--- src/rtl/class_score_argmax_ctrl_if.sv ---
// ----------------------------------------------------------------------------
// class_score_argmax_ctrl_if
//   Read port B of the classifier output score RAM, as seen by the argmax
//   controller.
//
//   Signals
//     ram_enb    port B enable (controller -> RAM)
//     ram_web    port B write enable, the controller always drives 0
//     ram_addrb  port B address (AWIDTH bits)
//     ram_doutb  port B read data (DWIDTH bits), registered one cycle after
//                the enable/address that requested it
//
//   Modports
//     master  the controller that issues the reads
//     slave   the RAM port that returns the data
// ----------------------------------------------------------------------------
interface class_score_argmax_ctrl_if #(
    parameter int AWIDTH = 10,
    parameter int DWIDTH = 32
);
    logic              ram_enb;
    logic              ram_web;
    logic [AWIDTH-1:0] ram_addrb;
    logic [DWIDTH-1:0] ram_doutb;

    modport master (
        output ram_enb,
        output ram_web,
        output ram_addrb,
        input  ram_doutb
    );

    modport slave (
        input  ram_enb,
        input  ram_web,
        input  ram_addrb,
        output ram_doutb
    );
endinterface

--- src/rtl/class_score_argmax_ctrl.sv ---
// ----------------------------------------------------------------------------
// class_score_argmax_ctrl
//   Sequential argmax over NUM_CLASS consecutive signed scores held in the
//   classifier output RAM, starting at BASE_ADDR. One address is issued and
//   one score is compared per cycle. On ties the lowest index wins.
//
//   Ports
//     clk        clock, all logic on posedge
//     rst_n      asynchronous active-low reset
//     start      scan request, sampled only while busy==0
//     busy       high from the cycle after start is accepted until done
//     done       one-cycle pulse, label_out/max_val updated on that edge
//     ram        RAM port B (master modport): enable, write enable, address,
//                read data with one cycle of registered latency
//     label_out  index of the winning score (0..NUM_CLASS-1)
//     max_val    winning score
//     valid      label_out/max_val hold a completed result
//     state_dbg  current FSM state (IDLE=0, SCAN=1, DRAIN=2)
//
//   Handshake: start is a request that is accepted on any rising edge where
//   busy==0 (including the done cycle, which gives back-to-back scans). A
//   request while busy==1 is dropped, not queued. done is the completion
//   strobe; valid stays high from done until the next accepted start.
// ----------------------------------------------------------------------------
module class_score_argmax_ctrl #(
    parameter int AWIDTH    = 10,
    parameter int DWIDTH    = 32,
    parameter int NUM_CLASS = 5,
    parameter int BASE_ADDR = 0,
    parameter int LABEL_W   = 3
) (
    input  logic                 clk,
    input  logic                 rst_n,
    input  logic                 start,
    output logic                 busy,
    output logic                 done,
    class_score_argmax_ctrl_if.master ram,
    output logic [LABEL_W-1:0]   label_out,
    output logic [DWIDTH-1:0]    max_val,
    output logic                 valid,
    output logic [1:0]           state_dbg
);

    localparam logic [1:0] ST_IDLE  = 2'd0;
    localparam logic [1:0] ST_SCAN  = 2'd1;
    localparam logic [1:0] ST_DRAIN = 2'd2;

    localparam logic [AWIDTH-1:0]  BASE_A   = AWIDTH'(BASE_ADDR);
    localparam logic [LABEL_W-1:0] LAST_IDX = LABEL_W'(NUM_CLASS - 1);
    localparam logic [LABEL_W-1:0] IDX_ONE  = LABEL_W'(1);

    logic [1:0]         state;
    logic [LABEL_W-1:0] rd_idx;     // index of the address currently issued
    logic [LABEL_W-1:0] cmp_idx;    // index of the word currently on ram_doutb
    logic               cmp_valid;  // ram_doutb holds a requested word
    logic               cmp_first;  // next qualified word is class 0
    logic [DWIDTH-1:0]  cand_val;
    logic [LABEL_W-1:0] cand_idx;

    logic               take_word;
    logic [DWIDTH-1:0]  nxt_val;
    logic [LABEL_W-1:0] nxt_idx;
    logic [LABEL_W-1:0] rd_nxt;

    assign state_dbg = state;
    assign rd_nxt    = rd_idx + IDX_ONE;

    // Candidate update. Strict greater-than keeps the earliest index on ties.
    // The DRAIN edge loads the outputs from nxt_* so the last word is
    // included without an extra cycle.
    always_comb begin
        take_word = 1'b0;
        if (cmp_valid) begin
            take_word = cmp_first || ($signed(ram.ram_doutb) > $signed(cand_val));
        end
        nxt_val = take_word ? ram.ram_doutb : cand_val;
        nxt_idx = take_word ? cmp_idx       : cand_idx;
    end

    always_ff @(posedge clk or negedge rst_n) begin
        if (!rst_n) begin
            state         <= ST_IDLE;
            busy          <= 1'b0;
            done          <= 1'b0;
            valid         <= 1'b0;
            label_out     <= '0;
            max_val       <= '0;
            ram.ram_enb   <= 1'b0;
            ram.ram_web   <= 1'b0;
            ram.ram_addrb <= '0;
            rd_idx        <= '0;
            cmp_idx       <= '0;
            cmp_valid     <= 1'b0;
            cmp_first     <= 1'b0;
            cand_val      <= '0;
            cand_idx      <= '0;
        end else begin
            done        <= 1'b0;
            ram.ram_web <= 1'b0;
            // Read data follows the enable by one cycle.
            cmp_valid   <= ram.ram_enb;

            if (cmp_valid) begin
                cand_val  <= nxt_val;
                cand_idx  <= nxt_idx;
                cmp_idx   <= cmp_idx + IDX_ONE;
                cmp_first <= 1'b0;
            end

            case (state)
                ST_IDLE: begin
                    if (start) begin
                        state         <= ST_SCAN;
                        busy          <= 1'b1;
                        valid         <= 1'b0;
                        ram.ram_enb   <= 1'b1;
                        ram.ram_addrb <= BASE_A;
                        rd_idx        <= '0;
                        cmp_idx       <= '0;
                        cmp_first     <= 1'b1;
                    end
                end

                ST_SCAN: begin
                    if (rd_idx == LAST_IDX) begin
                        state       <= ST_DRAIN;
                        ram.ram_enb <= 1'b0;
                    end else begin
                        rd_idx        <= rd_nxt;
                        ram.ram_addrb <= BASE_A + AWIDTH'(rd_nxt);
                    end
                end

                ST_DRAIN: begin
                    // The last word is on ram_doutb this cycle.
                    state     <= ST_IDLE;
                    busy      <= 1'b0;
                    done      <= 1'b1;
                    valid     <= 1'b1;
                    label_out <= nxt_idx;
                    max_val   <= nxt_val;
                end

                default: begin
                    state       <= ST_IDLE;
                    busy        <= 1'b0;
                    ram.ram_enb <= 1'b0;
                end
            endcase
        end
    end

endmodule
--- src/flat_wrapper.sv ---
// flat-port wrapper written by rule: the top's interface ports become plain ports
module class_score_argmax_ctrl_flat 
#(
    parameter int AWIDTH    = 10,
    parameter int DWIDTH    = 32,
    parameter int NUM_CLASS = 5,
    parameter int BASE_ADDR = 0,
    parameter int LABEL_W   = 3
)
  (clk, rst_n, start, busy, done, label_out, max_val, valid, state_dbg, ram_ram_enb, ram_ram_web, ram_ram_addrb, ram_ram_doutb);
  class_score_argmax_ctrl_if #(.AWIDTH(AWIDTH), .DWIDTH(DWIDTH)) ram_i ();
  input  logic clk;
  input  logic rst_n;
  input  logic start;
  output logic busy;
  output logic done;
  output logic [LABEL_W-1:0] label_out;
  output logic [DWIDTH-1:0] max_val;
  output logic valid;
  output logic [1:0] state_dbg;
  output wire logic [$bits(ram_i.ram_enb)-1:0] ram_ram_enb;
  output wire logic [$bits(ram_i.ram_web)-1:0] ram_ram_web;
  output wire logic [$bits(ram_i.ram_addrb)-1:0] ram_ram_addrb;
  input wire logic [$bits(ram_i.ram_doutb)-1:0] ram_ram_doutb;
  assign ram_ram_enb = ram_i.ram_enb;
  assign ram_ram_web = ram_i.ram_web;
  assign ram_ram_addrb = ram_i.ram_addrb;
  assign ram_i.ram_doutb = ram_ram_doutb;
  class_score_argmax_ctrl #(.AWIDTH(AWIDTH), .DWIDTH(DWIDTH), .NUM_CLASS(NUM_CLASS), .BASE_ADDR(BASE_ADDR), .LABEL_W(LABEL_W)) u_core (.clk(clk), .rst_n(rst_n), .start(start), .busy(busy), .done(done), .ram(ram_i), .label_out(label_out), .max_val(max_val), .valid(valid), .state_dbg(state_dbg));
endmodule
--- config.mk ---
export PLATFORM = sky130hd
export DESIGN_NAME = class_score_argmax_ctrl_flat
export DESIGN_NICKNAME = d
export VERILOG_FILES = /design/src/rtl/class_score_argmax_ctrl_if.sv /design/src/rtl/class_score_argmax_ctrl.sv /design/src/flat_wrapper.sv
export SDC_FILE = /design/constraint.sdc
export NUM_CORES = 1
export LEC_CHECK = 0
export CELL_PAD_IN_SITES_DETAIL_PLACEMENT = 2
export CELL_PAD_IN_SITES_GLOBAL_PLACEMENT = 2
export CORE_MARGIN = 2
export CORE_UTILIZATION = 30
export CTS_BUF_LIST = sky130_fd_sc_hd__clkbuf_4 sky130_fd_sc_hd__clkbuf_8 sky130_fd_sc_hd__clkbuf_16
export CTS_CLUSTER_SIZE = 8
export DETAILED_ROUTE_END_ITERATION = 7
export PLACE_DENSITY_LB_ADDON = 0.1
export SLEW_MARGIN = 25
export SYNTH_ARGS = -nofsm -noshare
export SYNTH_HDL_FRONTEND = slang
export SYNTH_SLANG_ARGS = --single-unit
export TNS_END_PERCENT = 1
--- constraint.sdc ---
create_clock -name clk -period 3.4 [get_ports clk]
set_clock_uncertainty 0.2 [all_clocks]
set_input_delay 0.85 -clock clk [delete_from_list [all_inputs] [get_ports clk]]
set_output_delay 0.85 -clock clk [all_outputs]
set_load 0.02 [all_outputs]
**After elaboration in Yosys (flattened, before gate mapping)**

Index checks and enable logic that the tools add are counted.

- Bits in registers: 94
- Bits of input ports: 35
- Output and inout port bits: 52
- Word-level logic and storage cells: 59

- Add/sub/neg operators: 2
- $lt $le $gt $ge: 1
- Eq/ne operators: 6
- Multiplexer cells: 25
- Bitwise operators: 2
- Reductions and logical operators: 9

Operators by type and width:

| operator | number |
|---|---|
| 32-bit greater-than comparator | 1 |
| 32-bit 2-to-1 mux | 1 |
| 10-bit 2-to-1 mux | 2 |
| 10-bit one-hot mux with 2 select lines | 1 |
| 3-bit 2-to-1 mux | 6 |
| 1-bit 2-to-1 mux | 8 |
| 3-bit by 1-bit adder with 3-bit output, second input constant | 2 |
| 3-bit one-hot mux with 2 select lines | 1 |
| 2-bit AND reduction | 3 |
| 3-bit AND reduction | 2 |
| 2-bit 2-to-1 mux | 2 |
| 2-bit inequality test, second input constant | 2 |
| 1-bit one-hot mux with 2 select lines | 2 |
| 2-bit one-hot mux with 2 select lines | 1 |
| 2-bit nonzero test | 2 |
| 3-bit equality test, second input constant | 1 |
| 1-bit one-hot mux with 3 select lines | 1 |
| 2-bit by 1-bit equality test with 1-bit output, second input constant | 1 |
| 2-bit equality test, second input constant | 1 |
| 2-bit zero test | 1 |
| 2-bit by 1-bit inequality test with 1-bit output, second input constant | 1 |
| 1-bit NOT | 2 |
| 1-bit logical OR | 1 |

**Depth between registers and ports, before layout**

- Word-level depth: 4
- Mapped depth: 11
- Gate-level depth less buffers: 9

**Least setup slack after synthesis**

Ideal clock, no wire load.

- Path kind: input to register
- Start: input ram_ram_doutb[31]
- End: register u_core.label_out[1]
- Library setup time: 141 ps
- Arrival: 3002 ps
- Data required time: 3059 ps
- Path slack: 57 ps
- Stages on the path: 9
- Buffers on the path: 2
- Path through: ha_1 > nand4_1 > or4_4 > o311a_4 > a22o_1 > buf_6 > buf_8 > o31ai_4 > a31oi_1

- Cells in the longest elaborated chain, start to end: 4

RTL lines:

| what | line | source |
|---|---|---|
| start: declaration | flat_wrapper.sv:24 | `input wire logic [$bits(ram_i.ram_doutb)-1:0] ram_ram_doutb;` |
| 32-bit greater-than comparator | class_score_argmax_ctrl.sv:74 | `take_word = cmp_first \|\| ($signed(ram.ram_doutb) > $signed(cand_val));` |
| 1-bit logical OR | class_score_argmax_ctrl.sv:74 |  |
| 1-bit 2-to-1 mux | class_score_argmax_ctrl.sv:73 | `if (cmp_valid) begin` |
| 3-bit 2-to-1 mux | class_score_argmax_ctrl.sv:77 | `nxt_idx = take_word ? cmp_idx : cand_idx;` |
| end signal: assignment | class_score_argmax_ctrl.sv:140 | `label_out <= nxt_idx;` |
| end: declaration | class_score_argmax_ctrl.sv:38 | `output logic [LABEL_W-1:0] label_out,` |

No other way between the ends.
A chain may end at the register's enable or synchronous reset.

**Worst setup path in the final report**

Same ends and word-level chain as after synthesis.

==> results.json <==
{
  "crit_required_ns": 3.46,
  "power_density_nw_per_um2": 1013,
  "netlist.area_leader.share": 0.4356,
  "vias": 4195,
  "fp-row-count": 46,
  "dr.first_iter.drc_count": 149,
  "antennaDiodeCount": 0,
  "grt_max_degree": 45,
  "finalCritPeriodShare": 0.9980,
  "syn_area_sq_um": 4826,
  "drive_above_1_share": 0.3008,
  "synth_edf_count": 0,
  "synth-seq-area-share": 0.4356,
  "wl_per_cell_um": 20.43,
  "cts.sinks": 84,
  "synth_top_area_cell": "dfrtp_1",
  "via_per_inst": 5.110,
  "cts_hold_buf": 0,
  "power_mw": 7.319,
  "maxSlewViolCount": 0,
  "root_buffer": "clkbuf_16",
  "ir_drop_mv": 0.3586,
  "clock_latency_ns": 0.35,
  "period_minus_slack_ns": 3.393,
  "yosys-top-cells-area": "dfrtp_1, o31ai_4, ha_1",
  "power.leakage_nw": 3.171,
  "initial_core_util": 0.3049,
  "firstDrtPassIters": 4,
  "grt_pass1_wl_um": 25360,
  "dp_hpwl_um": 11080,
  "synth_ff_type": "dfrtp_1",
  "cp-end-kind": "flop",
  "port_buffers": 78,
  "cts_tree": "built",
  "crit_arrival_ns": 3.45,
  "slew_headroom": 0.3832,
  "area.growth.synth_to_final_pct": 49.68,
  "fmax_mhz": 294.7,
  "hold_viol": 0,
  "hold_path.class": "flop to flop",
  "grt_pass1_vias": 4588,
  "gp_congestion": 0.7467,
  "num_io_pins": 87,
  "syn_area_per_cell_sq_um": 10.54,
  "core_sq_um": 15830,
  "cp-start-kind": "input port",
  "die_y_um": 130.8,
  "fillerInstances": 1624,
  "die_area_sq_um": 17120,
  "critical_path_class": "input port to flop",
  "gr-total-overflow": 0,
  "synth.most_common_cell": "dfrtp_1",
  "drtAntennaViolNets": 0,
  "route.detailed.drc": 0,
  "yosysWarningCount": 0,
  "synthCells": 458,
  "ys_async_sr_fraction": 1.000,
  "ys_top_cells_by_count": "dfrtp_1, nand2_1, nor2_1",
  "fin_setup_tns_ns": 0,
  "cts_buffers": 9,
  "dieWidth_um": 130.8,
  "synth_cell_types": 39,
  "cap_viol_max_count": 0,
  "wirelength_um": 16770,
  "track_usage": 0.1952,
  "synth-seq-cells": 84,
  "antenna_found_initial": 0,
  "status": "finished clean",
  "htree_levels": 3,
  "cp_max_fo": 12,
  "nets": 672,
  "finalSetupViolCount": 0,
  "cts_buffer_depth": 2,
  "worst_pin_slew_ns": 0.9230,
  "path_clk_slew_ns": 0.06
}
-- worst max-delay path, cell delays in order --
cell and delay (ns):
dlygate4sd2_1 0.28, ha_4 0.28, nand4_1 0.14, or4_4 0.57, o311a_4 0.37, buf_6 0.14, a22oi_4 0.14, buf_6 0.14
clkbuf_16 0.18, nand4_1 0.14, a31oi_1 0.22
-- what timing repair did --
item                                   CTS  global route
pin swaps                               34            33
gates resized for setup                 58            46
endpoints found under the hold margin    0             0
gates cloned                             1             3
setup buffers                            8             7
setup endpoints to repair               70            70
-- registers in the layout, indices dropped and copies added (netlist names) --
register / cells
u_core.cand_val: 32
u_core.max_val: 32
u_core.cand_idx: 3
u_core.cmp_idx: 3
u_core.label_out: 3
u_core.ram.ram_addrb: 3
u_core.state_dbg: 2
u_core.busy: 1
u_core.cmp_first: 1
u_core.cmp_valid: 1
u_core.done: 1
u_core.ram.ram_enb: 1
u_core.valid: 1
-- cell families (layout without fill, tap and decap cells) --
| logic type | Yosys count | count (layout) | share of synthesized area |
|---|---|---|---|
| compound gates | 109 | 109 | 0.2390 |
| xor+xnor | 2 | 2 | 0.003630 |
| fa+ha+maj | 35 | 35 | 0.09074 |
| buf+inv | 75 | 215 | 0.07960 |
| flops | 84 | 84 | 0.4356 |
| mux | 1 | 1 | 0.002074 |
| other cells | 1 | 8 | 0.0007771 |
| simple gates | 151 | 151 | 0.1486 |
-- layout make-up --
type	instances	area (sq um)	area share
multi-input combinational	306	2744	0.3799
sequential	84	2102	0.2910
timing repair buffer	163	1650	0.2285
tap	216	270.3	0.03742
clock buffer	12	254.0	0.03516
inverter	38	142.6	0.01975
clock inverter	2	60.06	0.008315
-- placed cells by master (no fill, tap or decap), types with 7 or more instances in the layout --
cell type,netlist,routed
dfrtp_1,84,84
buf_4,8,60
clkdlybuf4s50_1,0,49
nand2_1,48,46
nor2_1,44,43
nand4_1,41,41
inv_1,38,38
a31oi_1,35,35
o31ai_4,30,31
ha_4,0,21
a21oi_1,18,15
buf_12,0,15
ha_1,35,14
clkbuf_16,0,11
dlygate4sd2_1,0,9
conb_1,1,8
clkbuf_2,0,8
o21ai_0,9,7
-- layer usage --
layer | up-vias | GRT usage | wire length (um)
li1 | 1929 | - | -
met1 | 2163 | 0.2493 | 7391
met2 | 85 | 0.3370 | 8578
met3 | 18 | 0.02565 | 453
met4 | 0 | 0.07509 | 345
met5 | - | 0 | 0
-- path summary, 6_finish.rpt --
kind	cells past startpoint	start	endpoint	slack (ns)
worst max-delay path	11	ram_ram_doutb[31]	u_core.label_out[1]	0.007
worst min-delay path	0	u_core.ram.ram_enb	u_core.cmp_valid	0.23
worst max register to register	12	u_core.cand_val[27]	u_core.label_out[1]	0.29
worst min register to register	0	u_core.ram.ram_enb	u_core.cmp_valid	0.23
max in group asynchronous	2	rst_n	u_core.max_val[27]	2.03
min in group asynchronous	1	rst_n	u_core.cand_val[12]	0.29
-- through the flow --
step / setup slack (ns) / cells / area, sq um / hold slack [ns] / utilization
floorplan: 0.05665 / 465 / 4852 / 0.2803 / -
global placement: -0.5183 / 789 / 6379 / 0.2203 / 0.4030
detailed placement: -0.6018 / 789 / 6379 / 0.2190 / 0.4030
CTS: 0.001848 / 811 / 6958 / 0.2342 / 0.4396
global route: -0.06009 / 821 / 7223 / 0.2636 / 0.4564
finish: 0.006715 / 821 / 7223 / 0.2286 / 0.4564
-- power breakdown --
group          internal [mW]  total [mW]  switching (mW)  leakage, nW
sequential              1.46        1.78           0.314        0.960
combinational           2.04        4.47            2.43         2.06
clock                  0.673        1.08           0.404        0.156
No activity file was read; power rests on OpenSTA's default activity.
